## src/rtl/serial_mult_seq.sv

```systemverilog
// Serial radix-2 shift-add multiplier with put/get handshake, optional
// two's-complement mode and synchronous abort.
module serial_mult_seq #(
    parameter int unsigned WIDTH  = 8,
    parameter int unsigned SIGNED = 0
) (
    input  logic                 clk,
    input  logic                 rst_b,
    input  logic                 clr,
    input  logic                 put,
    input  logic [WIDTH-1:0]     idata,
    input  logic                 get,
    output logic                 ready,
    output logic                 busy,
    output logic [2*WIDTH-1:0]   result,
    output logic                 result_valid
);

    localparam int unsigned PW = 2 * WIDTH;
    localparam int unsigned AW = PW + 1;
    localparam int unsigned CW = (WIDTH > 2) ? $clog2(WIDTH) : 1;

    typedef enum logic [1:0] {
        IDLE = 2'd0,
        W4B  = 2'd1,
        CALC = 2'd2,
        DONE = 2'd3
    } state_t;

    state_t            state_q;
    state_t            state_d;

    logic [WIDTH-1:0]  mcand_q;
    logic [WIDTH-1:0]  mplier_q;
    logic [AW-1:0]     acc_q;
    logic [CW-1:0]     cnt_q;
    logic              sign_q;
    logic [PW-1:0]     result_q;

    logic              ready_d;
    logic              busy_d;
    logic              valid_d;
    logic              ready_q;
    logic              busy_q;
    logic              valid_q;

    logic              a_accept;
    logic              b_accept;
    logic              last_iter;
    logic [WIDTH:0]    sum_hi;
    logic [AW-1:0]     acc_sh;
    logic [PW-1:0]     prod;
    logic [PW-1:0]     prod_fin;
    logic              op_msb;

    // Magnitude of an operand; identity in unsigned mode.
    function automatic logic [WIDTH-1:0] mag(input logic [WIDTH-1:0] v);
        if ((SIGNED != 0) && v[WIDTH-1]) begin
            mag = ~v + WIDTH'(1);
        end else begin
            mag = v;
        end
    endfunction

    assign a_accept  = (state_q == IDLE) && put;
    assign b_accept  = (state_q == W4B) && put;
    assign last_iter = (cnt_q == CW'(WIDTH - 1));
    assign op_msb    = (SIGNED != 0) && idata[WIDTH-1];

    // One shift-add step: conditional add into the upper half, then shift right.
    always_comb begin
        sum_hi   = acc_q[AW-1:WIDTH] + {1'b0, mcand_q & {WIDTH{mplier_q[0]}}};
        acc_sh   = {1'b0, sum_hi, acc_q[WIDTH-1:1]};
        prod     = acc_sh[PW-1:0];
        prod_fin = sign_q ? (~prod + PW'(1)) : prod;
    end

    // State register
    always_ff @(posedge clk or negedge rst_b) begin
        if (!rst_b) begin
            state_q <= IDLE;
        end else begin
            state_q <= state_d;
        end
    end

    // Next-state logic; clr overrides everything
    always_comb begin
        state_d = state_q;
        if (clr) begin
            state_d = IDLE;
        end else begin
            case (state_q)
                IDLE:    if (put)       state_d = W4B;
                W4B:     if (put)       state_d = CALC;
                CALC:    if (last_iter) state_d = DONE;
                DONE:    if (get)       state_d = IDLE;
                default:                state_d = IDLE;
            endcase
        end
    end

    // Output decode from the next state so the flags come straight from flops
    always_comb begin
        ready_d = 1'b0;
        busy_d  = 1'b0;
        valid_d = 1'b0;
        case (state_d)
            IDLE:    ready_d = 1'b1;
            W4B:     ready_d = 1'b1;
            CALC:    busy_d  = 1'b1;
            DONE:    valid_d = 1'b1;
            default: ready_d = 1'b1;
        endcase
    end

    always_ff @(posedge clk or negedge rst_b) begin
        if (!rst_b) begin
            ready_q <= 1'b1;
            busy_q  <= 1'b0;
            valid_q <= 1'b0;
        end else begin
            ready_q <= ready_d;
            busy_q  <= busy_d;
            valid_q <= valid_d;
        end
    end

    // Datapath registers
    always_ff @(posedge clk or negedge rst_b) begin
        if (!rst_b) begin
            mcand_q  <= '0;
            mplier_q <= '0;
            acc_q    <= '0;
            cnt_q    <= '0;
            sign_q   <= 1'b0;
            result_q <= '0;
        end else if (clr) begin
            mcand_q  <= '0;
            mplier_q <= '0;
            acc_q    <= '0;
            cnt_q    <= '0;
            sign_q   <= 1'b0;
            result_q <= '0;
        end else if (a_accept) begin
            mcand_q  <= mag(idata);
            sign_q   <= op_msb;
        end else if (b_accept) begin
            mplier_q <= mag(idata);
            sign_q   <= sign_q ^ op_msb;
            acc_q    <= '0;
            cnt_q    <= '0;
        end else if (state_q == CALC) begin
            acc_q    <= acc_sh;
            mplier_q <= mplier_q >> 1;
            cnt_q    <= cnt_q + CW'(1);
            if (last_iter) begin
                result_q <= prod_fin;
            end
        end
    end

    assign ready        = ready_q;
    assign busy         = busy_q;
    assign result_valid = valid_q;
    assign result       = result_q & {PW{valid_q}};

endmodule
```

## config.mk

```make
export PLATFORM = sky130hd
export DESIGN_NAME = serial_mult_seq
export DESIGN_NICKNAME = d
export VERILOG_FILES = /design/src/rtl/serial_mult_seq.sv
export SDC_FILE = /design/constraint.sdc
export NUM_CORES = 1
export LEC_CHECK = 0
export CAP_MARGIN = 20
export CORE_ASPECT_RATIO = 0.6
export CORE_MARGIN = 2
export CORE_UTILIZATION = 55
export CTS_BUF_LIST = sky130_fd_sc_hd__clkbuf_8
export CTS_CLUSTER_DIAMETER = 120
export DETAILED_ROUTE_END_ITERATION = 12
export DONT_BUFFER_PORTS = 1
export PLACE_DENSITY = 0.73
export SETUP_SLACK_MARGIN = 0.15
export SYNTH_ARGS = -nofsm -noshare
export SYNTH_HDL_FRONTEND = slang
export SYNTH_SLANG_ARGS = --single-unit
```

## constraint.sdc

```tcl
create_clock -name clk -period 2.1 [get_ports clk]
set_input_delay 0.42 -clock clk [delete_from_list [all_inputs] [get_ports clk]]
set_output_delay 0.42 -clock clk [all_outputs]
set_load 0.01 [all_outputs]
```

==> results.sh, run 1 <==
export IMPL_yosysTopAreaCell="dfrtp_1"
export IMPL_io_buffers=0
export IMPL_clk_latency_ps=320
export IMPL_synthesis_area_sq_um=2809
export IMPL_final_cells=380
export IMPL_fill_cells=400
export IMPL_peakVddDrop_v=0.0003469
export IMPL_fp_dieW_um=96.26
export IMPL_synth_top_area_frac=0.4811
export IMPL_hold_class="in -> reg"
export IMPL_root_buffer="clkbuf_8"
export IMPL_cts_buffers=5
export IMPL_rsz0062_at_grt="true"
export IMPL_clkSinkCount=55
export IMPL_cts_clk_slew_worst_paths_ps=100
export IMPL_die_area_sq_um=5714
export IMPL_gp_congestion=0.9001
export IMPL_htree_num_levels=2
export IMPL_wire_per_inst_um=16.63
export IMPL_grt_start_max_net_pins=56
export IMPL_drive_gt1_frac=0.1815
export IMPL_io_pins=32
export IMPL_final_design_area_no_fill_sq_um=3258
export IMPL_finalSetupViolCount=3
export IMPL_ys_flop_type="dfrtp_1"
export IMPL_status="complete, but fails checks"
export IMPL_fin_util=0.6543
export IMPL_busiest_layer="met2"
export IMPL_dpl_cell_area_sq_um=2878
export IMPL_min_period_over_period=1.046
export IMPL_mappedNetlistNets=327
export IMPL_dp_cells=359
export IMPL_yosysWarnings=0
export IMPL_yosysUniqueCellTypes=39
export IMPL_regArea_sq_um=1378
export IMPL_cts_buffer_depth=2
export IMPL_worstMarginPinSlew_ps=433.1
export IMPL_synth_edf_count=0
export IMPL_track_usage=0.2326
export IMPL_hold_viol_final=0
export IMPL_async_flop_share=1.000
export IMPL_ys_ff_latch=55
export IMPL_rows=20
export IMPL_syn_avg_cell_area_sq_um=9.270
export IMPL_use_met2=0.3492
export IMPL_grt_use_met3=0.05725
export IMPL_max_freq_mhz=455.1
export IMPL_start_util=0.5641
export IMPL_leakage_nw=1.437
export IMPL_skew_ps=11.33
export IMPL_layout_common_cells="nand2_1, dfrtp_1, a21oi_1, nor2_1, and2_1"
export IMPL_p_per_area_nw_per_um2=616.7
export IMPL_n_antenna_cell=0
export IMPL_pre_cts_slack_ps=-75.21
export IMPL_grt_pass1_vias=2006
export IMPL_vias=2155
export IMPL_final_common_cell="nand2_1"
export IMPL_antenna_found_initial=0
export IMPL_core_area_sq_um=4980
export IMPL_critPathLaunchType="flop"
export IMPL_multi_input_area_sq_um=1479
export IMPL_maxSlewHeadroom=0.7112
export IMPL_cp_end_kind="flop"
export IMPL_nNetsFinal=337
export IMPL_crit_path_max_fanout=3
export IMPL_cts_tree="built"
export IMPL_die_h_um=59.36
export IMPL_synth_seq_area_share=0.4904
export IMPL_worstSetupPathType="reg -> reg"
export IMPL_firstDrtPassIters=4
export IMPL_overflow=0
export IMPL_worstPathRequired_ps=2310
export IMPL_finalMaxSlewViolations=0
export IMPL_setup_slack_ps=-97.20
export IMPL_fin_setup_tns_ps=-152.8
export IMPL_worstPathArrival_ps=2410
export IMPL_max_cap_violations=0
export IMPL_holdWs_ps=153.2
export IMPL_synth_area_leaders="dfrtp_1, nand2_1, a21oi_1"
export IMPL_violations="negative setup slack"
export IMPL_areaGrowthSynthToFinish_pct=15.99
export IMPL_vias_per_cell=5.671
export IMPL_fin_crit_ps=2197
export IMPL_drtIter0Drc=118
export IMPL_hpwlAfterDp_um=3928
export IMPL_power_mw=2.009
export IMPL_synthCells=303
export IMPL_antenna_left=0
export IMPL_wirelength_um=6321
export IMPL_drc_errors=0
export IMPL_use_met1=0.3413
export IMPL_grt_pass1_wl_um=9991
## power by group
group	switching [mW]	internal (mW)	total [mW]
logic	0.102	0.0726	0.175
registers	0.0259	1.09	1.11
clock network	0.364	0.356	0.720
total	0.493	1.52	2.01
## layout make-up
class | instances | area share
clock inverter | 3 | 0.01344
clock buffer | 5 | 0.02112
inverter | 2 | 0.002304
tap | 66 | 0.02535
multi-input combinational | 226 | 0.4539
sequential | 55 | 0.4228
timing repair buffer | 23 | 0.06106
## kinds of logic after synthesis
family / synth area share
flip-flops: 0.4904
XOR/XNOR: 0.01559
buffers and inverters: 0.03920
AO/OA/AOI/OAI: 0.1394
AND/OR/NAND/NOR: 0.2316
adder cells (fa/ha/maj): 0.05167
multiplexers: 0.03207
## per-layer routing
layer	up-vias	share of wire
met3	9	0.074
met5	-	0
met1	1030	0.47
li1	1049	-
met4	0	0.013
met2	67	0.44
## sequential cells by signal, indices dropped and copies added (netlist names)
signal        cells
busy              1
mplier_q          8
acc_q            15
ready             1
cnt_q             3
mcand_q           8
state_q           2
result_q         16
result_valid      1
## synth_stat cells, drive strengths merged, types with 2 or more instances
cell and number:
a211oi 5, a21o 6, a21oi 35, a311oi 7
and2 25, buf 10, clkbuf 10, dfrtp 54
ha 10, inv 2, mux2i 9, nand2 60
nand3 12, nand3b 4, nor2 24, nor2b 3
o21a 2, o21ai 5, o31ai 2, or4 2
xnor2 4
## final timing paths
check | to | depth (start not counted) | from | slack (ps)
max | result_q[13] | 8 | mplier_q[0] | -100
min | result_q[15] | 1 | clr | 150
max reg2reg | result_q[13] | 8 | mplier_q[0] | -100
min reg2reg | result_q[2] | 2 | result_q[2] | 520
max in group asynchronous | ready | 2 | rst_b | 1190
min in group asynchronous | acc_q[11] | 2 | rst_b | 620
## worst max-delay path, cell delays in order (launching register included)
cell and delay [ps]:
dfrtp_1 400, and2_4 160, ha_4 160, fa_2 350
a211oi_2 270, o21bai_1 150, a21oi_1 200, xor2_1 130
o31ai_1 270
## timing repair
action,4_1_cts,5_1_grt
gates cloned,0,0
resized for setup,13,13
hold endpoints to repair,55,0
pin swaps,10,16
buffers inserted,8,3
setup endpoints to repair,8,10
hold buffers,2,0
No activity file was read; power rests on OpenSTA's default activity.
==> run 2: changes to the inputs <==
--- a/config.mk
+++ b/config.mk
@@ -5,7 +5,7 @@
 export SDC_FILE = /design/constraint.sdc
 export NUM_CORES = 1
 export LEC_CHECK = 0
-export CAP_MARGIN = 20
+export CAP_MARGIN = 10
 export CORE_ASPECT_RATIO = 0.6
 export CORE_MARGIN = 2
 export CORE_UTILIZATION = 55
==> results of run 2 <==
No change in the layout: final DEF, timing and power equal those of run 1.
==> RTL change 1, RTL diff (flow settings as in run 2) <==
Set the parameter `SIGNED` to 1 (it was 0).
--- a/src/rtl/serial_mult_seq.sv
+++ b/src/rtl/serial_mult_seq.sv
@@ -3,5 +3,5 @@
 module serial_mult_seq #(
     parameter int unsigned WIDTH  = 8,
-    parameter int unsigned SIGNED = 0
+    parameter int unsigned SIGNED = 1
 ) (
     input  logic                 clk,
Check against the original RTL: same outputs for any inputs over 10 cycles, from zero or initial values and one cycle with rst_b low; that may be too few to reach the edited logic, so the function may still have changed.
==> RTL change 1 against run 2 <==
  * The flow still finishes with violations (negative setup slack)
  * Worst hold slack lost 0.0034 ns
  * Worst setup slack worse by 0.22 ns
  * Synthesized area up 14%
  * Sequential cell count rose by 1
  * Routed wire length rose by 22%
  * Count of clock-buffer cells in the layout unchanged
  * Combinational power grew 18%
  * Cell area grew 22%
  * Total power shrank 1.2%
  * Synthesized cell count is 15% higher
==> RTL change 1: results (changes against run 2) <==
Place WS - -0.332 ns (-0.256 ns)
fraction of layout cells with a size suffix above 1 - 26.2% (+8.1 points)
CP arrival - 2.65 ns (+0.24 ns)
GPL Wtd Cong - 0.899 (-0.16%)
Final Non-Filler Cells - 461 (+21%)
pin count of the biggest net entering global routing - 57 (+1.8%)
fillcell total - 417 (+4.3%)
Top FF cell, synth - dfrtp_1
first-pass GRT wire length - 12,700 µm (+27%)
Max clock buf depth - 2 (unchanged)
Port Buf Inserts - 0 (unchanged)
Post-Synthesis Cells - 347 (+15%)
status - complete, but fails checks
Worst-Skew Late Latency - 0.33 ns
Vias - 2,631 (+22%)
clock-pin transition on the worst setup and hold timing paths - 0.12 ns (+0.02 ns)
H-tree levels - 2 (unchanged)
post-synth cell types - 49 (+26%)
post-synthesis async set-or-reset flop share - 100% (unchanged)
Ant. Diodes - 0 (unchanged)
final setup vio count - 10 (+7)
sequential cell area fraction in the yosys report - 43.6% (-5.4 points)
Post-synth top cells - 62 x nand2_1, 55 x dfrtp_1, 30 x o21ai_0
failing checks - negative setup slack
vias in the first global route - 2,533 (+26%)
Rel. slew slack - 59.0% (-12 points)
Post-Place Cells - 446 (+24%)
Root Buffer - clkbuf_8
Post-Route Setup TNS - -1.65 ns (-1.49 ns)
Crit Path Max Fanout - 5 (+2)
clock skew - 0.0139 ns (+0.00261 ns)
Worst R2R Path Depth - 9 (+1)
HP Class - primary input to flip-flop
Overall Global Routing Usage - 25.5% (+2.3 points)
synth top area cells - dfrtp_1 43%, nand2_1 7.2%, and2_1 5.1%
Worst setup endpoint - result_q[13]
Ys Warns - 0 (unchanged)
Pre-antenna DRT Iters - 4 (unchanged)
Worst Setup Slack, final - -0.321 ns (-0.223 ns)
syn_nets - 373 (+14%)
initial DRC count - 184 (+56%)
Inserted Clock Buffers - 5 (unchanged)
Peak VDD IR - 0.000298 V (-14%)
static leakage - 1.82 nW (+26%)
initial antenna violation count - 0 (unchanged)
Worst setup startpoint - mplier_q[0]
hpwl dp - 5130 µm (+31%)
Wirelength per Cell - 16.8 µm (+0.78%)
Top Registers - result_q: 16 flops, acc_q: 15 flops
fin nets - 406 (+20%)
[RTL change 1: cell count changes after synthesis, sizes merged, moves of 5 or more]
cell / run 2 / this run
mux2i: 9 / 3
a22o: 0 / 11
nor2: 24 / 16
nand3: 12 / 1
inv: 2 / 8
o21ai: 5 / 33
a21oi: 35 / 18
buf: 10 / 1
mux2: 0 / 5
xor2: 1 / 16
[RTL change 1: where the power goes]
part           switching (W)  total (W)  internal, W
logic               0.000121   0.000206    0.0000844
clock network       0.000400   0.000645     0.000245
registers          0.0000285    0.00113      0.00110
total               0.000550    0.00198      0.00143
[RTL change 1: layout make-up]
class                      count  area (µm²)  area share, %
clock buffer                   5        68.8           1.73
timing repair buffer          41         345           8.70
tap                           80         100           2.52
clock inverter                 3        26.3          0.662
sequential                    56        1400           35.3
multi-input combinational    268        2000           50.3
inverter                       8        30.0          0.756
[RTL change 1: metal layers]
metal  vias to the layer above  routed length, µm  global-route usage, %
met5                         -                  0                      0
met4                         0                 89                   6.33
met3                        11                464                   4.66
met2                        80               3530                   38.9
met1                      1263               3640                   37.7
li1                       1277                  -                      -
[RTL change 1: critical path, stage by stage (launching register included)]
cell and delay (ns):
dfrtp_1 0.43, and2_4 0.17, ha_4 0.16, fa_2 0.46, or2_4 0.27, nor4_4 0.20, o21ai_4 0.13, o31a_1 0.28
xnor2_1 0.15, o21ai_1 0.08
[RTL change 1: how the worst min path moves through the flow]
stage	depth (start not counted)	from	slack, ns	to
2_1_floorplan	0	rst_b	0.12	acc_q[10]
3_5_place_dp	0	rst_b	0.13	mcand_q[2]
3_3_place_gp	0	rst_b	0.13	acc_q[14]
6_report	1	clr	0.15	mplier_q[1]
4_1_cts	1	clr	0.14	mplier_q[1]
5_1_grt	1	clr	0.13	mplier_q[1]
[RTL change 1: logic make-up (layout without fill, tap and decap cells)]
family	after synthesis	count (layout)	share of synthesized area, %
and+or+nand+nor	139	139	21.8
buffers and inverters	23	57	3.35
xor gates and xnor gates	21	21	5.72
muxes	8	8	2.68
adders and majority gates	13	13	5.29
DFF	56	56	43.6
AOI/OAI and AO/OA	87	87	17.5
[RTL change 1: what timing repair did]
item / CTS / global route
setup buffers: 4 / 1
endpoints found under the hold margin: 56 / 0
setup endpoints to repair: 13 / 20
gates resized for setup: 38 / 14
hold buffers: 2 / 0
pin swaps: 13 / 10
[RTL change 1: stage by stage]
| step | instance area, µm² | total power [W] | hold slack, ns |
|---|---|---|---|
| global placement | 3530 | 0.00131 | 0.126 |
| detailed placement | 3530 | 0.00131 | 0.126 |
| global route | 3970 | 0.00207 | 0.130 |
| floorplan | 3250 | 0.00127 | 0.124 |
| finish | 3970 | 0.00198 | 0.150 |
| CTS | 3880 | 0.00198 | 0.144 |
==> RTL change 2, RTL diff (settings of run 2) <==
Made on the original files. The 4 states of `state_t` get a one-hot encoding in 4 bits.
--- a/src/rtl/serial_mult_seq.sv
+++ b/src/rtl/serial_mult_seq.sv
@@ -21,9 +21,9 @@
     localparam int unsigned CW = (WIDTH > 2) ? $clog2(WIDTH) : 1;
 
-    typedef enum logic [1:0] {
-        IDLE = 2'd0,
-        W4B  = 2'd1,
-        CALC = 2'd2,
-        DONE = 2'd3
+    typedef enum logic [3:0] {
+        IDLE = 4'b0001,
+        W4B  = 4'b0010,
+        CALC = 4'b0100,
+        DONE = 4'b1000
     } state_t;
 
Function: no difference found for any inputs over 10 cycles, from zero or initial values and one cycle with rst_b low; not proved beyond that.
==> RTL change 2 against run 2 <==
  * Total power grew 19%
  * Count of clock-buffer cells in the layout rose by 5
  * Worst setup slack worse by 0.014 ns
  * Global-route usage is 0.15 points lower
  * Synthesized area rose by 5.8%
  * Via count grew 4.1%
  * Cell area grew 7.8%
  * Clock skew shrank 0.0048 ns
  * Critical endpoint is now result_q[15]
  * Critical path type unchanged
  * The run still ends with negative setup slack left
  * First-iteration DRC count decreased by 0.85%
  * Sequential cell count rose by 2
  * Routed wire length is 6.9% higher
==> RTL change 2: results (changes against run 2) <==
status - complete, but fails checks
failing checks - negative setup slack
Place WS - -0.132 ns (-0.0572 ns)
pin count of the biggest net entering global routing - 58 (+3.6%)
vias in the first global route - 2,039 (+1.6%)
mux cell area share after synthesis - 5.72% (+2.5 points)
vias per inst - 5.94 (+4.7%)
r2r endpoint - result_q[15]
clock-pin transition on the worst setup and hold timing paths - 0.07 ns (-0.03 ns)
Post-Route Setup TNS - -0.399 ns (-0.247 ns)
post-synthesis compound-gate area fraction - 15.4% (+1.5 points)
Worst-Skew Late Latency - 0.34 ns (+0.02 ns)
Crit Path Max Fanout - 4 (+1)
Worst Setup Slack, final - -0.111 ns (-0.0138 ns)
Peak VDD IR - 0.000381 V (+9.7%)
static leakage - 1.54 nW (+7.0%)
first-pass GRT wire length - 10,400 µm (+4.6%)
Final Non-Filler Cells - 378 (-0.53%)
Post-synth top cells - 55 x dfrtp_1, 37 x nand2_1, 26 x and2_1
fin nets - 331 (-1.8%)
Post-Place Cells - 353 (-1.7%)
CP arrival - 2.43 ns (+0.02 ns)
post-synth cell types - 48 (+23%)
GPL Wtd Cong - 0.926 (+2.9%)
syn_nets - 312 (-4.6%)
Post-Synth Adder-Cell Area - 4.88% (-0.28 points)
sequential cell area fraction in the yosys report - 48.1% (-0.98 points)
DRT Wirelength - 6760 µm (+6.9%)
clock skew - 0.00652 ns (-0.00481 ns)
Inserted Clock Buffers - 9 (+4)
initial DRC count - 117 (-0.85%)
final setup vio count - 4 (+1)
post-synthesis xor/xnor area fraction - 0.884% (-0.68 points)
fraction of layout cells with a size suffix above 1 - 21.5% (+3.3 points)
fillcell total - 382 (-4.5%)
hpwl dp - 4350 µm (+11%)
syn_area_per_cell - 10.3 µm² (+11%)
[RTL change 2: changes by cell type after synthesis, moves of 5 or more]
| cell | delta |
|---|---|
| a22o_1 | +7 |
| a311oi_1 | -7 |
| mux2i_1 | +8 |
| o21ai_0 | +9 |
| nand2_1 | -22 |
| a21oi_1 | -18 |
| nand3_1 | -9 |
| buf_2 | -5 |
[RTL change 2: worst min-delay path by stage]
stage / start / endpoint / slack, ns / cells after the start
2_1_floorplan: rst_b / acc_q[10] / 0.12 / 0
4_1_cts: clr / mcand_q[5] / 0.12 / 1
3_3_place_gp: rst_b / mplier_q[6] / 0.13 / 0
6_report: clr / mcand_q[3] / 0.14 / 1
5_1_grt: clr / result_q[4] / 0.13 / 1
3_5_place_dp: rst_b / mplier_q[6] / 0.13 / 0
[RTL change 2: cell families (layout without fill, tap and decap cells)]
group	count (synthesis)	after routing
compound gates	65	65
flops	57	57
buf+inv	19	43
xor+xnor	3	3
fa+ha+maj	11	11
mux	17	17
simple gates	116	116
[RTL change 2: report_power, final]
group	internal (W)	switching (W)
Clock	0.000571	0.000450
Sequential	0.00113	0.0000251
Combinational	0.000101	0.000116
Total	0.00181	0.000591
[RTL change 2: area by class of cell]
type | count | area share [%]
multi-input combinational | 212 | 44.3
sequential | 57 | 40.7
timing repair buffer | 26 | 6.91
clock buffer | 10 | 3.92
tap | 66 | 2.35
clock inverter | 6 | 1.67
inverter | 1 | 0.107
[RTL change 2: per-layer routing]
layer,global-route usage (%),vias to the layer above,share of wire (%)
li1,-,1058,-
met1,32.5,1113,48
met2,34.5,60,45
met3,5.53,13,5.3
met4,10.8,0,2.2
met5,0,-,0
[RTL change 2: stage by stage]
step	cell area, µm²	total power (W)	hold slack, ns
floorplan	2980	0.00131	0.124
global placement	3120	0.00135	0.126
detailed placement	3120	0.00135	0.125
CTS	3400	0.00240	0.124
global route	3510	0.00248	0.132
finish	3510	0.00240	0.140
[RTL change 2: timing repair]
item,in CTS,in global routing
hold buffers,2,0
endpoints found under the hold margin,57,0
gates resized for setup,8,8
buffers inserted,1,6
setup endpoints to repair,7,20
[RTL change 2: critical path: stages, from the launching register on]
cell      delay (ns)
dfrtp_1         0.40
and2_4          0.15
ha_4            0.15
fa_2            0.33
a21o_1          0.20
a221o_1         0.35
buf_4           0.16
o31ai_4         0.22
a211oi_1        0.12
